==> src/rtl/linear_proj_ctrl.sv <==
// linear_proj_ctrl: tile scheduler for one linear projection (Q/K/V).
// Walks the C tiles in row-major order. For each tile it streams K block
// addresses to the A/B memories, waits for the matmul completion pulse, then
// hands the tile index to the writer over a valid/ready handshake.

package linear_proj_pkg;
  localparam int unsigned ROW_SIZE_MAT_C  = 2;
  localparam int unsigned COL_SIZE_MAT_C  = 2;
  localparam int unsigned INNER_DIMENSION = 12;
  localparam int unsigned BLOCK_SIZE      = 4;
  localparam int unsigned ADDR_WIDTH_A    = 8;
  localparam int unsigned ADDR_WIDTH_B    = 8;
  localparam int unsigned MAX_FLAG        = ROW_SIZE_MAT_C * COL_SIZE_MAT_C;
endpackage

module linear_proj_ctrl #(
  parameter int unsigned ROW_TILES    = linear_proj_pkg::ROW_SIZE_MAT_C,
  parameter int unsigned COL_TILES    = linear_proj_pkg::COL_SIZE_MAT_C,
  parameter int unsigned K_STEPS      = linear_proj_pkg::INNER_DIMENSION / linear_proj_pkg::BLOCK_SIZE,
  parameter int unsigned ADDR_WIDTH_A = linear_proj_pkg::ADDR_WIDTH_A,
  parameter int unsigned ADDR_WIDTH_B = linear_proj_pkg::ADDR_WIDTH_B,
  parameter int unsigned FLAG_WIDTH   = $clog2(linear_proj_pkg::MAX_FLAG) + 1
) (
  input  logic                        clk,
  input  logic                        rst_n,
  input  logic                        start,
  input  logic                        abort,
  output logic                        a_en,
  output logic [ADDR_WIDTH_A-1:0]     a_addr,
  output logic                        b_en,
  output logic [ADDR_WIDTH_B-1:0]     b_addr,
  output logic                        mm_in_valid,
  output logic                        mm_in_last,
  input  logic                        mm_done,
  output logic                        out_valid,
  input  logic                        out_ready,
  output logic [$clog2(ROW_TILES):0]  out_row,
  output logic [$clog2(COL_TILES):0]  out_col,
  output logic [FLAG_WIDTH-1:0]       flag,
  output logic                        busy,
  output logic                        done
);

  localparam int unsigned RW = $clog2(ROW_TILES) + 1;
  localparam int unsigned CW = $clog2(COL_TILES) + 1;
  localparam int unsigned KW = $clog2(K_STEPS) + 1;

  localparam logic [RW-1:0] R_LAST = RW'(ROW_TILES - 1);
  localparam logic [CW-1:0] C_LAST = CW'(COL_TILES - 1);
  localparam logic [KW-1:0] K_LAST = KW'(K_STEPS - 1);

  typedef enum logic [2:0] {
    S_IDLE,
    S_FEED,
    S_WAIT,
    S_OUT,
    S_FIN
  } state_e;

  state_e                  state_q, state_d;
  logic [RW-1:0]           r_q, r_d;
  logic [CW-1:0]           c_q, c_d;
  logic [KW-1:0]           k_q, k_d;
  logic                    done_seen_q, done_seen_d;

  logic                    a_en_q, a_en_d;
  logic [ADDR_WIDTH_A-1:0] a_addr_q, a_addr_d;
  logic                    b_en_q, b_en_d;
  logic [ADDR_WIDTH_B-1:0] b_addr_q, b_addr_d;
  logic                    mm_in_valid_q, mm_in_valid_d;
  logic                    mm_in_last_q, mm_in_last_d;
  logic                    out_valid_q, out_valid_d;
  logic [RW-1:0]           out_row_q, out_row_d;
  logic [CW-1:0]           out_col_q, out_col_d;
  logic [FLAG_WIDTH-1:0]   flag_q, flag_d;
  logic                    busy_q, busy_d;
  logic                    done_q, done_d;

  logic                    abort_hit;
  logic                    feed_d;
  logic                    out_d;

  // State, counters and every output are held in flops.
  always_ff @(posedge clk or negedge rst_n) begin
    if (!rst_n) begin
      state_q       <= S_IDLE;
      r_q           <= '0;
      c_q           <= '0;
      k_q           <= '0;
      done_seen_q   <= 1'b0;
      a_en_q        <= 1'b0;
      a_addr_q      <= '0;
      b_en_q        <= 1'b0;
      b_addr_q      <= '0;
      mm_in_valid_q <= 1'b0;
      mm_in_last_q  <= 1'b0;
      out_valid_q   <= 1'b0;
      out_row_q     <= '0;
      out_col_q     <= '0;
      flag_q        <= '0;
      busy_q        <= 1'b0;
      done_q        <= 1'b0;
    end else begin
      state_q       <= state_d;
      r_q           <= r_d;
      c_q           <= c_d;
      k_q           <= k_d;
      done_seen_q   <= done_seen_d;
      a_en_q        <= a_en_d;
      a_addr_q      <= a_addr_d;
      b_en_q        <= b_en_d;
      b_addr_q      <= b_addr_d;
      mm_in_valid_q <= mm_in_valid_d;
      mm_in_last_q  <= mm_in_last_d;
      out_valid_q   <= out_valid_d;
      out_row_q     <= out_row_d;
      out_col_q     <= out_col_d;
      flag_q        <= flag_d;
      busy_q        <= busy_d;
      done_q        <= done_d;
    end
  end

  // Next state and tile/k counters; abort overrides every transition.
  always_comb begin
    state_d     = state_q;
    r_d         = r_q;
    c_d         = c_q;
    k_d         = k_q;
    done_seen_d = done_seen_q;
    abort_hit   = abort && (state_q != S_IDLE);

    if (abort_hit) begin
      state_d     = S_IDLE;
      r_d         = '0;
      c_d         = '0;
      k_d         = '0;
      done_seen_d = 1'b0;
    end else begin
      unique case (state_q)
        S_IDLE: begin
          if (start && !abort) begin
            state_d     = S_FEED;
            r_d         = '0;
            c_d         = '0;
            k_d         = '0;
            done_seen_d = 1'b0;
          end
        end
        S_FEED: begin
          if (mm_done) begin
            done_seen_d = 1'b1;
          end
          if (k_q == K_LAST) begin
            k_d     = '0;
            state_d = S_WAIT;
          end else begin
            k_d = k_q + 1'b1;
          end
        end
        S_WAIT: begin
          if (mm_done || done_seen_q) begin
            state_d     = S_OUT;
            done_seen_d = 1'b0;
          end
        end
        S_OUT: begin
          if (out_ready) begin
            if ((r_q == R_LAST) && (c_q == C_LAST)) begin
              state_d = S_FIN;
            end else begin
              if (c_q == C_LAST) begin
                c_d = '0;
                r_d = r_q + 1'b1;
              end else begin
                c_d = c_q + 1'b1;
              end
              state_d = S_FEED;
            end
          end
        end
        S_FIN: begin
          state_d = S_IDLE;
        end
        default: begin
          state_d = S_IDLE;
        end
      endcase
    end
  end

  // Outputs are decoded from the next state so they come straight from flops.
  // The matmul operand strobes lag the memory enables by one cycle to line up
  // with the BRAM read latency; an abort drops them along with everything else.
  always_comb begin
    feed_d        = (state_d == S_FEED);
    out_d         = (state_d == S_OUT);

    a_en_d        = feed_d;
    b_en_d        = feed_d;
    a_addr_d      = '0;
    b_addr_d      = '0;
    if (feed_d) begin
      a_addr_d = ADDR_WIDTH_A'(32'(r_d) * K_STEPS + 32'(k_d));
      b_addr_d = ADDR_WIDTH_B'(32'(c_d) * K_STEPS + 32'(k_d));
    end

    mm_in_valid_d = a_en_q && !abort_hit;
    mm_in_last_d  = (state_q == S_FEED) && (k_q == K_LAST) && !abort_hit;

    out_valid_d   = out_d;
    out_row_d     = '0;
    out_col_d     = '0;
    flag_d        = '0;
    if (out_d) begin
      out_row_d = r_d;
      out_col_d = c_d;
      flag_d    = FLAG_WIDTH'(32'(r_d) * COL_TILES + 32'(c_d));
    end

    busy_d        = (state_d != S_IDLE);
    done_d        = (state_d == S_FIN);
  end

  assign a_en        = a_en_q;
  assign a_addr      = a_addr_q;
  assign b_en        = b_en_q;
  assign b_addr      = b_addr_q;
  assign mm_in_valid = mm_in_valid_q;
  assign mm_in_last  = mm_in_last_q;
  assign out_valid   = out_valid_q;
  assign out_row     = out_row_q;
  assign out_col     = out_col_q;
  assign flag        = flag_q;
  assign busy        = busy_q;
  assign done        = done_q;

endmodule

==> config.mk <==
export PLATFORM = sky130hd
export DESIGN_NAME = linear_proj_ctrl
export DESIGN_NICKNAME = d
export VERILOG_FILES = /design/src/rtl/linear_proj_ctrl.sv
export SDC_FILE = /design/constraint.sdc
export NUM_CORES = 1
export LEC_CHECK = 0
export CORE_UTILIZATION = 45
export DETAILED_ROUTE_END_ITERATION = 6
export GPL_ROUTABILITY_DRIVEN = 0
export GPL_TIMING_DRIVEN = 0
export PLACE_DENSITY = 0.81
export SYNTH_ARGS = -nofsm -noshare
export SYNTH_HDL_FRONTEND = slang
export SYNTH_SLANG_ARGS = --single-unit
==> constraint.sdc <==
create_clock -name clk -period 3.1 [get_ports clk]
set_input_delay 0.31 -clock clk [delete_from_list [all_inputs] [get_ports clk]]
set_output_delay 0.31 -clock clk [all_outputs]
set_load 0.01 [all_outputs]
# == Word level (Yosys, flattened, before mapping) ==
# Cells that the tools add are included.
# word_totals
register_bits,40
latchBits,0
ram_bits,0
mem_bits_ro,0
input_bits,6
output_inout_bits,30
memories,0
# classes
add_sub_neg,6
multipliers,2
div_mod_pow,0
magnitude_cmp,0
eq_ne,12
shift,0
muxes,33
n_bitwise,0
reduce_logical,14
# op_table
cell,n
2-to-1 mux 3 bit,10
2-to-1 mux 2 bit,12
== test 3 x 2 -> 1 bit (second input constant),4
one-hot mux 3 bit (4 select lines),1
adder 4 x 3 -> 5 bit,2
!= test 3 bit (second input constant),3
multiplier 2 x 2 -> 4 bit (second input constant),2
2-to-1 mux 8 bit,1
one-hot mux 2 bit (2 select lines),2
== test 3 x 1 -> 1 bit (second input constant),2
logical AND 1 bit,6
one-hot mux 3 bit (2 select lines),1
nonzero test 3 bit,2
2-to-1 mux 5 bit,1
adder 2 x 1 -> 2 bit (second input constant),2
== test 2 x 1 -> 1 bit (second input constant),2
2-to-1 mux 1 bit,4
AND reduction 4 bit,1
nonzero test 4 bit,1
adder 3 x 1 -> 3 bit (second input constant),1
adder 3 x 2 -> 3 bit,1
== test 3 bit (second input constant),1
logical NOT 3 bit,1
one-hot mux 1 bit (3 select lines),1
other kinds (2),3

# == Longest topological paths before layout ==
# depth
ltp_word,9
mapped_depth,12
depth_no_buf,12

# == Worst setup path before layout ==
# Ideal clock, no wire load.
# synth_path
path_kind,flip-flop to flip-flop
startpoint,reg state_q[0]
endpoint,"reg b_addr_q[3], in the netlist b_addr[3]"
setup_time_ns,0.124
arrival_ns,2.620
required_ns,2.976
path_slack_ns,0.357
path_stages_with_launch,13
path_buffers,1
synth_period_minus_slack_ns,2.743
cell_sequence,dfrtp_1 > buf_6 > or4b_4 > a21oi_4 > o22ai_1 > nand2_1 > fa_1 > inv_1 > ha_1 > inv_1 > fa_1 > xor2_1 > nor2_1
# synth_between
elab_chain_cells,6
word_cells_on_any_way,20
classes_between,1 x add/sub; 1 x mul; 4 x eq/ne; 11 x mux; 3 x reduce/logical
# synth_rtl
element,line_no,source
start: declaration,60,"state_e state_q, state_d;"
start signal: assignment,104,state_q <= state_d;
== test 3 x 2 -> 1 bit (tied with other cells),140,unique case (state_q)
one-hot mux 2 bit (2 select lines) or logical AND 1 bit (tied branches),"140, 131",
2-to-1 mux 2 bit,133,if (abort_hit) begin
multiplier 2 x 2 -> 4 bit,205,b_addr_d = ADDR_WIDTH_B'(32'(c_d) * K_STEPS + 32'(k_d));
adder 4 x 3 -> 5 bit,205,
2-to-1 mux 5 bit (*),203,if (feed_d) begin
via b_addr_d[3],69,"logic [ADDR_WIDTH_B-1:0] b_addr_q, b_addr_d;"
end signal: assignment,112,b_addr_q <= b_addr_d;
end: declaration,69,
# Mark *: on every way through the listed nets, which the timed path passes. The rest lies on a longest branch.
# A chain may end at the register's enable or synchronous reset.

# == Worst setup path after layout ==
# Same ends and word-level chain as after synthesis.

==> summary.txt <==
CTS
  • CTS Hold Bufs: 0
  • Clock tree buffer depth: 2
  • Clock sink count: 33
  • Worst skew pair latency: between 0.2 and 0.3 ns
  • Root buf cell: clkbuf_8
  • CTS tree: built
  • Htree depth: 2
  • Num CTS Buffers: 5
  • Clk slew on worst S/H paths: around 0.070 ns

Power and ir drop
  • Psw: roughly 540 µW
  • Clk network pwr share: 0.255
  • Seq pwr share: 0.339
  • Combinational power share: 0.407
  • Pwr/cell area: 668 nW/µm²
  • Leak: between 0.001 and 0.0015 µW
  • Internal: around 1100 µW
  • Switching part of the total: 0.333
  • Power, Total: 1610 µW
  • Maximum vdd drop: ~0.38 mV

Synthesis
  • Yosys warns: 0
  • Synth Area per Inst: approximately 11 µm²
  • Count of flip-flops with a built-in enable after synthesis: 0
  • Register area share after synthesis: 0.440
  • Synth Instances: 175
  • Asr flop ratio synth: 1.00
  • Seq cells post-synth: 33
  • Netlist cell types: just under 50
  • Post-synth top area cell: dfrtp_1
  • Post-synth top flop: dfrtp_1
  • Synthesized area: about 1900 µm²
  • Top area cells in the synthesized netlist: dfrtp_1 44%, ha_1 6.7%, fa_1 3.2%
  • Post-synth top area share: 0.440

Placement
  • Hpwl dp: 2520 µm
  • Dpl cells: about 260
  • Port bufs: 29

Layout
  • Post-layout nets: between 200 and 250
  • Area growth, synth to finish: 28.8%
  • Final std cells w/o fill: ~270
  • Number of fill cells: around 340
  • Most frequent cells in the layout: 33 x dfrtp_1, 28 x clkdlybuf4s50_1, 16 x nor2_1
  • Antenna diodes: 0
  • Most common cell after layout, fill and taps aside: dfrtp_1
  • Layout cell share with drive strength beyond 1: 0.201

GRT
  • Total track usage: 0.188
  • Grt met1 use: 0.223
  • Total gr overflow: 0
  • First-pass GRT wire length: slightly below 6000 µm
  • Routing usage on met2: 0.302
  • Initial antenna violation count: 0
  • Layer carrying the most global-route usage: met2
  • GR Util met3: 0.0531
  • Pin count of the biggest net entering global routing: 34
  • Vias in the first global route: about 1.3k

Setup path
  • Worst Path Max Fanout: 10
  • Crit path arrival time: 3.14 ns
  • Startpoint type of the worst setup path: register
  • Critical Path End Type: register
  • CP required: ~3.3 ns
  • Critical-path top delay cell: or4b_4
  • Worst-path cell chain: buf_6 > or4b_4 > a21oi_4 > o22ai_1 > nand2_1 > fa_1 > inv_1 > ha_1 > inv_1 > fa_1 > xor2_1 > nor2_1
  • CP Class: reg2reg
  • Slowest cell delay on critical path: between 0.5 and 0.6 ns

Drt
  • Total number of vias: 1385
  • Initial drt markers: just over 50
  • ANT nets after route: 0
  • DRT Pass-1 Iters: 4
  • Vias/cell: 5.05
  • Post-route DRC violation count: 0
  • Final WL: approximately 3700 µm
  • Wirelength per Cell: ~13 µm

Die
  • Initial Util: 0.469
  • # rows: 23
  • Die area: around 4400 µm²
  • Die Height: between 60 and 70 µm
  • Core footprint: roughly 4000 µm²
  • # IOs: 36
  • Die width: 66.6 µm

Timing
  • Fin crit period: ~3.0 ns
  • Pins Over Slew Limit: 0
  • Final period util: 0.959
  • Setup-failing EPs final: 0
  • Unrepaired setup endpoints after global routing: false
  • Hold Fails Final Rpt: 0
  • Worst-Margin Slew: 0.690 ns
  • Fin Clk Skew: approximately 0.0055 ns
  • Relative slew margins: 0.540
  • Fmax: around 0.34 GHz

Min path
  • Hold Path Class: in2async

Run
  • Number of max-cap violations: 0

Outcome
  • Status: finished clean
==> flip-flops by register name, indices dropped and copies added (netlist names), 2 cells and up <==
register and cells:
c_q 2, r_q 2, a_addr 5, flag 3, state_q 3, k_q 3
out_row 2, b_addr 5
==> cell families (layout without fill, tap and decap cells) <==
kind of cell,count (synthesis),after routing,share of synthesized area
compound gates,28,28,0.131
xor+xnor,3,3,0.0140
fa+ha+maj,13,13,0.0987
buf+inv,28,72,0.0927
flops,33,33,0.440
mux,2,2,0.0107
other cells,1,6,0.00200
simple gates,67,67,0.210
==> final timing paths <==
check,start,endpoint,slack (ns),cells after the start
hold / removal,rst_n,done_seen_q$_DFFE_PN0P_,0.07,1
min in group clk,b_en$_DFF_PN0_,mm_in_valid$_DFF_PN0_,0.52,1
hold reg to reg,b_en$_DFF_PN0_,mm_in_valid$_DFF_PN0_,0.52,1
setup / recovery,state_q[0]$_DFF_PN0_,b_addr[3]$_DFF_PN0_,0.13,12
max in group asynchronous,rst_n,state_q[0]$_DFF_PN0_,2.59,1
setup reg to reg,state_q[0]$_DFF_PN0_,b_addr[3]$_DFF_PN0_,0.13,12
==> area by class of cell <==
type	count	area, µm²	share of cell area
repair buffers	36	338	0.140
clock inverters	1	30.0	0.0124
flip-flops and latches	33	826	0.342
clock buffers	7	86.3	0.0357
inverters	14	52.6	0.0218
multi-input cells	119	900	0.372
plain buffers	14	121	0.0502
well taps	50	62.6	0.0259
==> repair_timing <==
action	4_1_cts	5_1_grt
setup buffers	0	7
endpoints found under the hold margin	0	0
gates resized for setup	0	2
setup endpoints to repair	0	3
==> power by group through the flow <==
stage          Combinational (µW)  Sequential [µW]  Clock [µW]
2_1_floorplan                 398              572           0
3_5_place_dp                  624              554           0
4_1_cts                       637              547         419
3_3_place_gp                  613              554           0
5_1_grt                       729              558         445
6_report                      656              547         411
==> synth_stat cells, types with 2 or more instances <==
library cell  number
a31oi_4            2
mux2i_1            2
xor2_1             2
nor2b_1            4
o21a_1             3
buf_6              5
nand3b_1           2
and3_1             8
a21o_1             2
fa_1               3
a21oi_1            6
nand2_1           12
nor3_1             3
o22ai_1            2
nor3b_1            2
dfrtp_1           33
o21ai_0            4
ha_1              10
inv_1             14
buf_4              8
nor2_1            16
nand3_1            2
nor3b_2            2
and2_1             3
==> metrics by stage <==
step                hold WS [ns]  worst slack (ns)  instance area [µm²]  utilization  setup TNS (ns)
global route               0.120            0.0119                 2420        0.604               0
CTS                        0.524            0.0952                 2360        0.591               0
finish                    0.0700             0.127                 2420        0.604               0
global placement           0.497           -0.0747                 2250        0.562          -0.134
detailed placement         0.513            -0.134                 2250        0.562          -0.273
floorplan                 0.0144             0.357                 1890            -               0
==> layer usage <==
| metal | up-vias | part of all wire |
|---|---|---|
| li1 | 678 | - |
| met1 | 637 | 0.42 |
| met2 | 60 | 0.48 |
| met3 | 10 | 0.063 |
| met4 | 0 | 0.030 |
| met5 | - | 0 |
==> worst max-delay path, delay by kind of cell, from the launching register on <==
kind	cells	cell delay, ns
AO/OA/AOI/OAI	2	0.30
XOR/XNOR	1	0.15
adder cells (fa/ha/maj)	3	0.99
buffers and inverters	3	0.29
flip-flops	1	0.40
AND/OR/NAND/NOR	3	0.74
Power figures use the tool's default switching activity.
